## config.mk

```make
export PLATFORM = sky130hd
export DESIGN_NAME = tdm_mux
export DESIGN_NICKNAME = d
export VERILOG_FILES = /design/src/rtl/tdm_mux.sv
export SDC_FILE = /design/constraint.sdc
export NUM_CORES = 1
export LEC_CHECK = 0
export CORE_MARGIN = 5
export CORE_UTILIZATION = 45
export DETAILED_ROUTE_END_ITERATION = 6
export PLACE_DENSITY = 0.75
export SLEW_MARGIN = 20
export SYNTH_ARGS = -nofsm -noshare
export SYNTH_HDL_FRONTEND = slang
export SYNTH_SLANG_ARGS = --single-unit
```

## constraint.sdc

```tcl
create_clock -name clk -period 3 [get_ports clk]
set_clock_uncertainty 0.15 [all_clocks]
set_input_delay 0.3 -clock clk [delete_from_list [all_inputs] [get_ports clk]]
set_output_delay 0.3 -clock clk [all_outputs]
set_load 0.01 [all_outputs]
```

## src/rtl/tdm_mux.sv

```systemverilog
// Round-robin time-division multiplexer: N_CH single-entry channel buffers
// drained one slot per enabled clock onto a registered output stream.
module tdm_mux #(
  parameter  int unsigned N_CH  = 4,
  parameter  int unsigned W     = 1,
  localparam int unsigned SEL_W = $clog2(N_CH)
) (
  input  logic              clk,
  input  logic              rst_n,
  input  logic              en,
  input  logic [N_CH*W-1:0] in_data,
  input  logic [N_CH-1:0]   in_valid,
  output logic [N_CH-1:0]   in_ready,
  output logic [W-1:0]      Y,
  output logic [SEL_W-1:0]  Sel,
  output logic              out_valid,
  output logic              frame_sync
);

  logic [SEL_W-1:0]          slot_q, slot_d;
  logic [N_CH-1:0]           full_q, full_d;
  logic [N_CH-1:0][W-1:0]    hold_q, hold_d;
  logic [W-1:0]              y_q, y_d;
  logic [SEL_W-1:0]          sel_q, sel_d;
  logic                      out_valid_q, out_valid_d;
  logic                      frame_sync_q, frame_sync_d;

  // A full channel only reopens in the cycle its own slot is being drained.
  always_comb begin
    for (int unsigned i = 0; i < N_CH; i++) begin
      in_ready[i] = ~full_q[i] | (en & (slot_q == SEL_W'(i)));
    end
  end

  always_comb begin
    slot_d       = slot_q;
    full_d       = full_q;
    hold_d       = hold_q;
    y_d          = y_q;
    sel_d        = sel_q;
    out_valid_d  = out_valid_q;
    frame_sync_d = frame_sync_q;

    if (en) begin
      y_d               = full_q[slot_q] ? hold_q[slot_q] : '0;
      out_valid_d       = full_q[slot_q];
      sel_d             = slot_q;
      frame_sync_d      = (slot_q == '0);
      full_d[slot_q]    = 1'b0;
      slot_d            = slot_q + SEL_W'(1);
    end

    // Loads come after the drain so a same-slot refill keeps the channel full.
    for (int unsigned i = 0; i < N_CH; i++) begin
      if (in_valid[i] && in_ready[i]) begin
        hold_d[i] = in_data[i*W +: W];
        full_d[i] = 1'b1;
      end
    end
  end

  always_ff @(posedge clk or negedge rst_n) begin
    if (!rst_n) begin
      slot_q       <= '0;
      full_q       <= '0;
      hold_q       <= '0;
      y_q          <= '0;
      sel_q        <= '0;
      out_valid_q  <= 1'b0;
      frame_sync_q <= 1'b0;
    end else begin
      slot_q       <= slot_d;
      full_q       <= full_d;
      hold_q       <= hold_d;
      y_q          <= y_d;
      sel_q        <= sel_d;
      out_valid_q  <= out_valid_d;
      frame_sync_q <= frame_sync_d;
    end
  end

  assign Y          = y_q;
  assign Sel        = sel_q;
  assign out_valid  = out_valid_q;
  assign frame_sync = frame_sync_q;

endmodule

```

; Yosys cells after proc, flatten, opt, wreduce, memory -nomap -nowiden
; Cells that the tools add are included.
[word_totals]
ff_bits = 15
wordCells = 55
output_inout_bits = 9
[op_classes]
n_lt_le_gt_ge = 2
muxes = 12
bitwise_logic = 14
eq_ne = 3
n_addsub = 1
reduce_logical = 10
[op_table]
columns = cell, count
row1 = $mux 1, 8
row2 = $reduce_bool 2->1, 4
row3 = $logic_and 1x1->1, 5
row4 = $and 1x1->1, 4
row5 = $and 4x4->4, 1
row6 = $bmux 1 s2, 2
row7 = $eq 2x2->1 const B, 2
row8 = $mux 4, 1
row9 = $not 1->1, 4
row10 = $not 4->4, 1
row11 = $or 1x1->1, 4
row12 = $lt 2x3->1 const B, 1
row13 = $add 2x1->2 const B, 1
row14 = $demux 1 s2, 1
row15 = $eq 2x1->1 const B, 1
row16 = $ge 2x1->1 const B, 1
row17 = $logic_not 2->1, 1

; Depth between registers and ports, before layout
; Gate-level depths: netlist (run 1).
[logic_depth]
word_depth = 8
mapped_depth = 6
mapped_depth_nobuf = 5

; Worst setup path after synthesis (run 1)
; Ideal clock, no wire load.
[synth_path]
path_kind = register to register
start = register slot_q[1]
end = register hold_q[0] (netlist name)
n_path_buf = 1
path_stages_with_launch = 7
required_time_ns = 2.725
setup_slack_ns = 1.377
arrival_ns = 1.349
path_cell_list = dfrtp_1 -> buf_6 -> inv_1 -> ha_1 -> a21bo_2 -> nand2_1 -> mux2_2
[synth_between]
elab_chain_cells = 4
[synth_lines]
columns = element, line_no
row1 = from (decl), 20  ; logic [SEL_W-1:0] slot_q, slot_d;
row2 = from (signal assigned), 72  ; slot_q <= slot_d;
row3 = $logic_not 2->1, 31  ; in_ready[i] = ~full_q[i] | (en & (slot_q == SEL_W'(i)));
row4 = $and 1x1->1, 31
row5 = $or 1x1->1, 31
row6 = via in_ready[0], 13  ; output logic [N_CH-1:0] in_ready,
row7 = $logic_and 1x1->1, 55  ; if (in_valid[i] && in_ready[i]) begin
row8 = to (signal assigned), 74  ; hold_q <= hold_d;
row9 = to (decl), 22  ; logic [N_CH-1:0][W-1:0] hold_q, hold_d;
; The timed path passes the listed nets, and every way through them passes these cells.
; A chain may end at the register's enable or synchronous reset.

; Worst setup path after layout (run 1)
[layout_path]
start = register slot_q[1]
end = output port in_ready[0]
[layout_between]
elab_chain_cells = 3
[layout_lines]
columns = element, line_no
row1 = $logic_not 2->1, 31
row2 = $and 1x1->1, 31
row3 = $or 1x1->1, 31
row4 = to (decl), 13
; No other way between the ends.

==> flow_summary.json, run 1 <==
{
  "timing.rr.start": "slot_q[1]",
  "ys_seq_elements": 15,
  "drive_gt1_frac": 0.192,
  "start_util": 0.480,
  "dp_worst_setup_slack_ns": 0.698,
  "rsz0062_at_grt": "no",
  "rrSetupSlack_ns": 1.22,
  "synthesis.area_sq_um": 732,
  "cts.hold.buffers_added": 0,
  "track_usage": 0.117,
  "slowest_delay_ns": 0.55,
  "dieArea_sq_um": 2530,
  "min_path_type": "input pin to async pin",
  "synth_nets": 72,
  "status": "complete, no violations",
  "clk_latency_ns": 0.28,
  "r2r_cells": 5,
  "cts_sinks": 15,
  "antenna_found_initial": 0,
  "core_sq_um": 1520,
  "top_level_ports": 20,
  "clock_path_buffers": 2,
  "critPathSlowestCell": "dfrtp_1",
  "finalNetCount": 94,
  "cts_setup_buffers": 0,
  "critical_path.max_fanout": 8,
  "tns_ns": 0,
  "routed_via_density": 4.93,
  "syn2layout_area_growth_pct": 29.2,
  "power_density_nw_per_um2": 889,
  "multi_input_area_sq_um": 319,
  "rr_endpoint": "hold_q[0]",
  "dp_hpwl_um": 924,
  "path_clk_slew_ns": 0.08,
  "final.fill_count": 133,
  "yosys.cell_types.count": 18,
  "max_freq_mhz": 429,
  "cts_buffers": 3,
  "globalRouteOverflowTotal": 0,
  "peakVddDrop_mv": 0.425,
  "finalHoldViolations": 0,
  "ant_nets": 0,
  "synth_area_per_cell_sq_um": 12.8,
  "dr.pass1.iters": 4,
  "htreeDepth": 1,
  "worstPathCellList": "inv_1 > ha_1 > a21bo_2 > clkdlybuf4s50_1",
  "rows": 14,
  "synth_top_cell_area_share": 0.513,
  "yosysTopAreaCell": "dfrtp_1",
  "wl_per_cell_um": 12.7,
  "cts_root_buf": "clkbuf_4",
  "synth_area_leaders": "dfrtp_1 51%, mux2_2 9.2%, ha_1 6.8%",
  "drv_slew": 0,
  "cts_tree": "done",
  "p_leak_nw": 0.425,
  "synth_seq_area_share": 0.513,
  "vias": 463,
  "setup_violations": 0,
  "wirelength_mm": 1.19,
  "cp.arrival_ns": 1.88,
  "period_share": 0.778,
  "finalWorstSetupSlack_ns": 0.666,
  "gp_congestion": 0.740,
  "grt_pass1_vias": 468,
  "relSlewSlack": 0.577,
  "worstSetupEndpoint": "in_ready[0]",
  "drv_cap": 0,
  "tightest_slew_ns": 0.633,
  "cp-startpoint": "slot_q[1]",
  "layout_min_cycle_time_ns": 2.33,
  "fp.dieH_um": 50.3,
  "first_iter_violations": 2,
  "cp-start-kind": "register",
  "crit_type": "register to primary output",
  "grt_max_degree": 16,
  "route.detailed.drc": 0,
  "cts_resized": 0,
  "critical_path_buf_inv_count": 2,
  "die_w_um": 50.3,
  "grt_first_pass_wirelength_mm": 2.21,
  "path_depth": 4,
  "diodes": 0,
  "crit_family": "buffers and inverters",
  "seq_area_sq_um": 375,
  "yosysWarnings": 0,
  "crit_required_ns": 2.55,
  "cp-end-kind": "primary output",
  "syn_inst": 57,
  "port_buffers": 19
}
how the worst min path moves through the flow:
stage / startpoint / to / slack, ns / cells after the start
after floorplan: rst_n / Sel[0] / -0.15 / 0
after global placement: Sel[1] / Sel[1] / 0.34 / 1
after detailed placement: Y / Y / 0.34 / 1
after CTS: rst_n / full_q[1] / 0.28 / 1
after global routing: rst_n / hold_q[3] / 0.31 / 1
final: rst_n / full_q[1] / 0.25 / 1
area by class of cell:
class                      instances  area share
tap                               16      0.0212
inverter                           4      0.0159
multi-input combinational         36       0.337
clock buffer                       4      0.0278
sequential                        15       0.397
timing repair buffer              19       0.201
cells in the final DEF (no fill, tap or decap), drive strengths merged:
master | synthesis | routed
ha | 4 | 4
nand2b | 3 | 3
nor4 | 1 | 1
xor2 | 1 | 1
mux2 | 7 | 7
or2b | 1 | 1
nand2 | 6 | 6
mux2i | 5 | 5
dfrtp | 15 | 15
clkbuf | 0 | 4
a211o | 1 | 1
nor3 | 1 | 1
o21ai | 2 | 2
clkdlybuf4s50 | 0 | 19
a21bo | 4 | 4
inv | 4 | 4
logic make-up (layout without fill, tap and decap cells):
kind of cell    after synthesis  after routing  synth area share
simple gates                 12             12            0.0855
buf+inv                       6             27            0.0513
compound gates                7              7            0.0889
xor+xnor                      1              1            0.0120
flops                        15             15             0.513
fa+ha+maj                     4              4            0.0684
mux                          12             12             0.181
worst register-to-register path, stage by stage, from the launching register on:
cell,delay [ns]
dfrtp_1,0.55
inv_1,0.13
ha_1,0.22
a21bo_2,0.23
nand2_1,0.07
mux2_2,0.32
synthesized netlist by cell type:
cell       n
nand2_2    1
nor4_1     1
dfrtp_1   15
a211o_1    1
nor3_1     1
mux2_4     1
a21bo_2    3
a21bo_4    1
ha_1       4
o21ai_0    2
xor2_1     1
mux2_2     6
nand2_1    5
mux2i_1    5
or2b_1     1
nand2b_1   3
buf_6      2
inv_1      4
per-stage QoR:
step,total power [W],instance area [sq um],cells,hold slack [ns],utilization
after floorplan,0.000587,732,57,-0.146,-
after global placement,0.000734,920,90,0.342,0.603
after detailed placement,0.000736,920,90,0.343,0.603
after CTS,0.000856,946,94,0.276,0.621
after global routing,0.000919,946,94,0.307,0.621
final,0.000841,946,94,0.255,0.621
sequential cells by signal (all words and copies together) (netlist names):
| signal | flops |
|---|---|
| hold_q | 4 |
| out_valid | 1 |
| Sel | 2 |
| slot_q | 2 |
| full_q | 4 |
| Y | 1 |
| frame_sync | 1 |
where the power goes:
group	internal (W)	switching, W
Sequential	0.000285	0.0000660
Combinational	0.000236	0.000141
Clock	0.0000516	0.0000610
layer usage:
| metal | share of wire | global-route usage | wire length [um] | up-vias |
|---|---|---|---|---|
| li1 | - | - | - | 235 |
| met1 | 0.47 | 0.153 | 562 | 216 |
| met2 | 0.46 | 0.157 | 546 | 10 |
| met3 | 0.055 | 0.0473 | 65 | 2 |
| met4 | 0.012 | 0.0766 | 14 | 0 |
| met5 | 0 | 0 | 0 | - |
(Power assumes the default switching activity.)
==> run 2: changes to the inputs <==
--- a/config.mk
+++ b/config.mk
@@ -6,9 +6,9 @@
 export NUM_CORES = 1
 export LEC_CHECK = 0
 export CORE_MARGIN = 5
-export CORE_UTILIZATION = 45
+export CORE_UTILIZATION = 41
 export DETAILED_ROUTE_END_ITERATION = 6
-export PLACE_DENSITY = 0.75
+export PLACE_DENSITY = 0.72
 export SLEW_MARGIN = 20
 export SYNTH_ARGS = -nofsm -noshare
 export SYNTH_HDL_FRONTEND = slang
==> constraint.sdc (replaced) <==
create_clock -name clk -period 1.9 [get_ports clk]
set_clock_uncertainty 0.15 [all_clocks]
set_input_delay 0.19 -clock clk [delete_from_list [all_inputs] [get_ports clk]]
set_output_delay 0.19 -clock clk [all_outputs]
set_load 0.01 [all_outputs]
==> run 2 against run 1 <==
- critical path depth unchanged
- non-clock buffer count rose by 11
- via count rose by 12%
- cell count grew 21%
- global-route usage grew 0.34 points
- first-iteration DRC count is 100% lower
- power rose by 72%
- clock power is 64% higher
- core utilization fell by 1.3 points
==> flow_summary.json, run 2 (synthesis results as in run 1) <==
{
  "status": "complete, no violations",
  "cp.arrival_ns": 1.50,
  "path_clk_slew_ns": 0.09,
  "cp-end-kind": "primary output",
  "port_buffers": 19,
  "cp-start-kind": "register",
  "core_sq_um": 1710,
  "peakVddDrop_mv": 0.737,
  "grt_pass1_vias": 524,
  "fp.dieH_um": 52.3,
  "syn2layout_area_growth_pct": 41.7,
  "dp_hpwl_mm": 1.07,
  "crit_type": "register to primary output",
  "rsz0062_at_grt": "no",
  "dr.pass1.iters": 1,
  "layout_common_cells": "15 x clkdlybuf4s50_1, 14 x dfrtp_1, 11 x buf_4, 6 x mux2_2",
  "diodes": 0,
  "antenna_found_initial": 0,
  "p_comb_frac": 0.501,
  "drv_slew": 0,
  "dieArea_sq_um": 2730,
  "layout_min_cycle_time_ns": 1.84,
  "routed_via_density": 4.55,
  "die_w_um": 52.3,
  "min_path_type": "input pin to async pin",
  "power_frac_clock": 0.128,
  "track_usage": 0.120,
  "largestRegisters": "full_q: 4 flops, hold_q: 4 flops",
  "wirelength_mm": 1.41,
  "cts.hold.buffers_added": 0,
  "rr_endpoint": "hold_q[2]",
  "crit_required_ns": 1.56,
  "clock_path_buffers": 2,
  "intPower_w": 0.000977,
  "p_sw_w": 0.000467,
  "top_level_ports": 20,
  "drive_gt1_frac": 0.326,
  "dp_worst_setup_slack_ns": 0.00527,
  "tightest_slew_ns": 0.292,
  "drv_cap": 0,
  "power_density_nw_per_um2": 1390,
  "rrSetupSlack_ns": 0.20,
  "route.detailed.drc": 0,
  "tns_ns": 0,
  "cts_root_buf": "clkbuf_4",
  "dpl-instance-area_sq_um": 991,
  "final_area_sq_um": 1040,
  "critical_path.max_fanout": 4,
  "start_util": 0.429,
  "finalNetCount": 105,
  "first_iter_violations": 0,
  "cts_sinks": 15,
  "finalHoldViolations": 0,
  "period_share": 0.969,
  "rows": 15,
  "globalRouteOverflowTotal": 0,
  "switching_share": 0.323,
  "wl_per_cell_um": 12.3,
  "timing.rr.start": "slot_q[1]",
  "grt_first_pass_wirelength_mm": 2.30,
  "p_seq_frac": 0.370,
  "htreeDepth": 1,
  "final_common_cell": "clkdlybuf4s50_1",
  "clk_latency_ns": 0.29,
  "cts_tree": "done",
  "relSlewSlack": 0.805,
  "vias": 519,
  "setup_violations": 0,
  "max_freq_mhz": 543,
  "p_leak_nw": 0.493,
  "cts_buffers": 3,
  "r2r_cells": 6,
  "ant_nets": 0,
  "grt_max_degree": 16,
  "gp_congestion": 0.734,
  "finalWorstSetupSlack_ns": 0.0588
}
run 2: cell count changes in the layout (fill, tap and decap cells not counted), sizes merged:
cell / previous run / this run
dlygate4sd2: 0 / 4
clkinv: 0 / 1
buf: 0 / 11
clkdlybuf4s50: 19 / 15
clkbuf: 4 / 3
run 2: timing repair:
action	4_1_cts	5_1_grt
setup endpoints to repair	4	0
resized for setup	6	0
setup buffers	3	0
run 2: final cells by class:
class                           instances  area (sq um)
Fill cell                             136           671
Sequential cell                        15           377
Timing Repair Buffer                   30           268
Inverter                                4          15.0
Multi-Input combinational cell         36           319
Tap cell                               25          31.3
Clock inverter                          1          5.00
Clock buffer                            3          22.5
run 2: routing by layer:
metal / track usage / part of all wire / vias to the layer above
met5: 0 / 0 / -
met3: 0.0313 / 0.046 / 4
met4: 0.0766 / 0.031 / 0
li1: - / - / 258
met1: 0.139 / 0.44 / 246
met2: 0.197 / 0.49 / 11
run 2: metrics by stage:
| stage | std cells | hold slack [ns] | utilization | total power [W] |
|---|---|---|---|---|
| detailed placement | 107 | 0.329 | 0.580 | 0.00124 |
| global placement | 107 | 0.339 | 0.580 | 0.00123 |
| floorplan | 57 | -0.256 | - | 0.000927 |
| CTS | 114 | 0.0625 | 0.607 | 0.00145 |
| global route | 114 | 0.0782 | 0.607 | 0.00155 |
| finish | 114 | 0.0605 | 0.607 | 0.00144 |
run 2: how the worst max path moves through the flow:
| stage | start | end | slack [ns] | cells after the start |
|---|---|---|---|---|
| after CTS | slot_q[1] | in_ready[2] | 0.05 | 4 |
| after global routing | slot_q[1] | in_ready[2] | 0.005 | 4 |
| after floorplan | slot_q[1] | hold_q[0] | 0.28 | 6 |
| after detailed placement | en | in_ready[1] | 0.005 | 3 |
| after global placement | en | in_ready[1] | 0.005 | 3 |
| final | slot_q[1] | in_ready[2] | 0.06 | 4 |
run 2: worst max-delay path: stages, from the launching register on:
cell,delay (ns)
dfrtp_1,0.42
buf_4,0.15
ha_1,0.18
a21bo_2,0.20
dlygate4sd2_1,0.28
run 2: power by group through the flow:
| stage | Clock [W] | Combinational, W | Sequential [W] |
|---|---|---|---|
| finish | 0.000185 | 0.000724 | 0.000534 |
| CTS | 0.000191 | 0.000725 | 0.000535 |
| global route | 0.000204 | 0.000789 | 0.000554 |
| detailed placement | 0 | 0.000693 | 0.000548 |
| global placement | 0 | 0.000683 | 0.000547 |
| floorplan | 0 | 0.000380 | 0.000547 |
==> run 3: changes to the inputs <==
--- a/config.mk
+++ b/config.mk
@@ -7,7 +7,9 @@
 export LEC_CHECK = 0
 export CORE_MARGIN = 5
 export CORE_UTILIZATION = 41
+export CTS_CLUSTER_DIAMETER = 200
 export DETAILED_ROUTE_END_ITERATION = 6
+export GPL_TIMING_DRIVEN = 0
 export PLACE_DENSITY = 0.72
 export SLEW_MARGIN = 20
 export SYNTH_ARGS = -nofsm -noshare
==> run 3 against run 2 <==
- power down 4.2%
- global-route usage is 0.22 points lower
- sequential cell count unchanged
- register-to-register slack better by 0.05 ns
- sequential power decreased by 3%
- die area did not move
- via count shrank 2.7%
- highest routed layer unchanged
- final area decreased by 4.3%
- fmax fell by 0.61%
- clock-buffer cell count is 1 higher
==> flow_summary.json, run 3 (synthesis results as in run 1) <==
{
  "drv_cap": 0,
  "worstPathCellList": "buf_4 > ha_1 > a21bo_4 > clkdlybuf4s15_1",
  "cts_buffers": 3,
  "crit_required_ns": 1.56,
  "period_share": 0.975,
  "peakVddDrop_mv": 0.586,
  "grt_first_pass_wirelength_mm": 2.35,
  "fin_total_pwr_w": 0.00138,
  "layout_min_cycle_time_ns": 1.85,
  "finalWorstSetupSlack_ns": 0.0475,
  "top_level_ports": 20,
  "post-route-util": 0.581,
  "dr.pass1.iters": 2,
  "slowest_delay_ns": 0.41,
  "wl_per_cell_um": 12.6,
  "rsz0062_at_grt": "no",
  "cts.hold.buffers_added": 0,
  "vias": 505,
  "drv_slew": 0,
  "globalRouteOverflowTotal": 0,
  "cp.arrival_ns": 1.51,
  "gp_congestion": 0.707,
  "relSlewSlack": 0.544,
  "crit_family": "flip-flops",
  "setup_violations": 0,
  "tightest_slew_ns": 0.682,
  "path_clk_slew_ns": 0.09,
  "dp_hpwl_mm": 1.01,
  "critical_path.max_fanout": 5,
  "start_util": 0.429,
  "ant_nets": 0,
  "die_w_um": 52.3,
  "finalHoldViolations": 0,
  "status": "complete, no violations",
  "route.detailed.drc": 0,
  "cp-end-kind": "primary output",
  "critPathSlowestCell": "dfrtp_2",
  "routed_via_density": 4.68,
  "port_buffers": 19,
  "critical_path_buf_inv_count": 2,
  "first_iter_violations": 2,
  "cts_sinks": 15,
  "htreeDepth": 1,
  "tns_ns": 0,
  "cts_tree": "done",
  "cp-start-kind": "register",
  "antenna_found_initial": 0,
  "layout_common_cells": "15 x clkdlybuf4s50_1, 14 x dfrtp_1, 6 x mux2_2, 5 x nand2_1, 5 x mux2i_1",
  "p_leak_nw": 0.457,
  "crit_type": "register to primary output",
  "syn2layout_area_growth_pct": 35.6,
  "wirelength_mm": 1.36,
  "drive_gt1_frac": 0.277,
  "rows": 15,
  "final_area_sq_um": 992,
  "final_common_cell": "clkdlybuf4s50_1",
  "dp_worst_setup_slack_ns": -0.0419,
  "grt_max_degree": 16,
  "dieArea_sq_um": 2730,
  "track_usage": 0.118,
  "fp.dieH_um": 52.3,
  "finalNetCount": 99,
  "min_path_type": "input pin to async pin",
  "diodes": 0,
  "power_density_nw_per_um2": 1390,
  "largestRegisters": "full_q: 4 flops, hold_q: 4 flops",
  "clock_path_buffers": 2,
  "max_freq_mhz": 540,
  "grt_pass1_vias": 524,
  "dpl-instance-area_sq_um": 953,
  "core_sq_um": 1710,
  "clk_latency_ns": 0.28,
  "cts_root_buf": "clkbuf_4"
}
## run 3: changes by cell type in the layout (fill, tap and decap cells not counted), sizes merged
| cell | before | now |
|---|---|---|
| dlygate4sd2 | 4 | 1 |
| clkbuf | 3 | 6 |
| buf | 11 | 5 |
| clkinv | 1 | 0 |
| clkdlybuf4s15 | 0 | 1 |
## run 3: area by class of cell
| class | count | area, sq um |
|---|---|---|
| tap | 25 | 31.3 |
| buffer | 2 | 22.5 |
| timing repair buffer | 22 | 201 |
| inverter | 4 | 15.0 |
| multi-input combinational | 36 | 319 |
| clock buffer | 4 | 26.3 |
| sequential | 15 | 377 |
| fill | 157 | 716 |
## run 3: per-layer routing
metal | share of wire | routed length [um] | global-route usage
met1 | 0.44 | 601 | 0.150
met2 | 0.50 | 676 | 0.184
met3 | 0.031 | 42 | 0.0199
met4 | 0.027 | 37 | 0.0766
met5 | 0 | 0 | 0
## run 3: what timing repair did
item | CTS | global route
buffers inserted | 3 | 0
resized for setup | 6 | 4
endpoints found under the setup margin | 4 | 2
gates cloned | 0 | 0
## run 3: final timing paths
kind / from / endpoint / slack [ns] / cells after the start
min in group clk: in_valid[2] / full_q[2] / 0.34 / 2
setup / recovery: slot_q[0] / in_ready[3] / 0.05 / 4
hold reg to reg: Y / Y / 0.36 / 1
hold / removal: rst_n / Sel[1] / 0.16 / 1
setup reg to reg: slot_q[0] / hold_q[1] / 0.25 / 5
max in group asynchronous: rst_n / slot_q[0] / 0.96 / 1
## run 3: where the power goes
part | internal (W) | switching (W)
Clock | 0.0000816 | 0.000101
Combinational | 0.000401 | 0.000283
Sequential | 0.000452 | 0.0000647
Total | 0.000935 | 0.000449
## run 3: stage by stage
| stage | std cells | hold slack (ns) |
|---|---|---|
| global route | 108 | 0.234 |
| CTS | 108 | 0.185 |
| detailed placement | 101 | 0.342 |
| finish | 108 | 0.163 |
| floorplan | 57 | -0.256 |
| global placement | 101 | 0.338 |
## run 3: worst reg2reg max path, stage by stage (launching register included)
cell and delay (ns):
dfrtp_2 0.41, buf_4 0.16, ha_1 0.19, a21bo_2 0.23
nand2_1 0.08, mux2_2 0.32
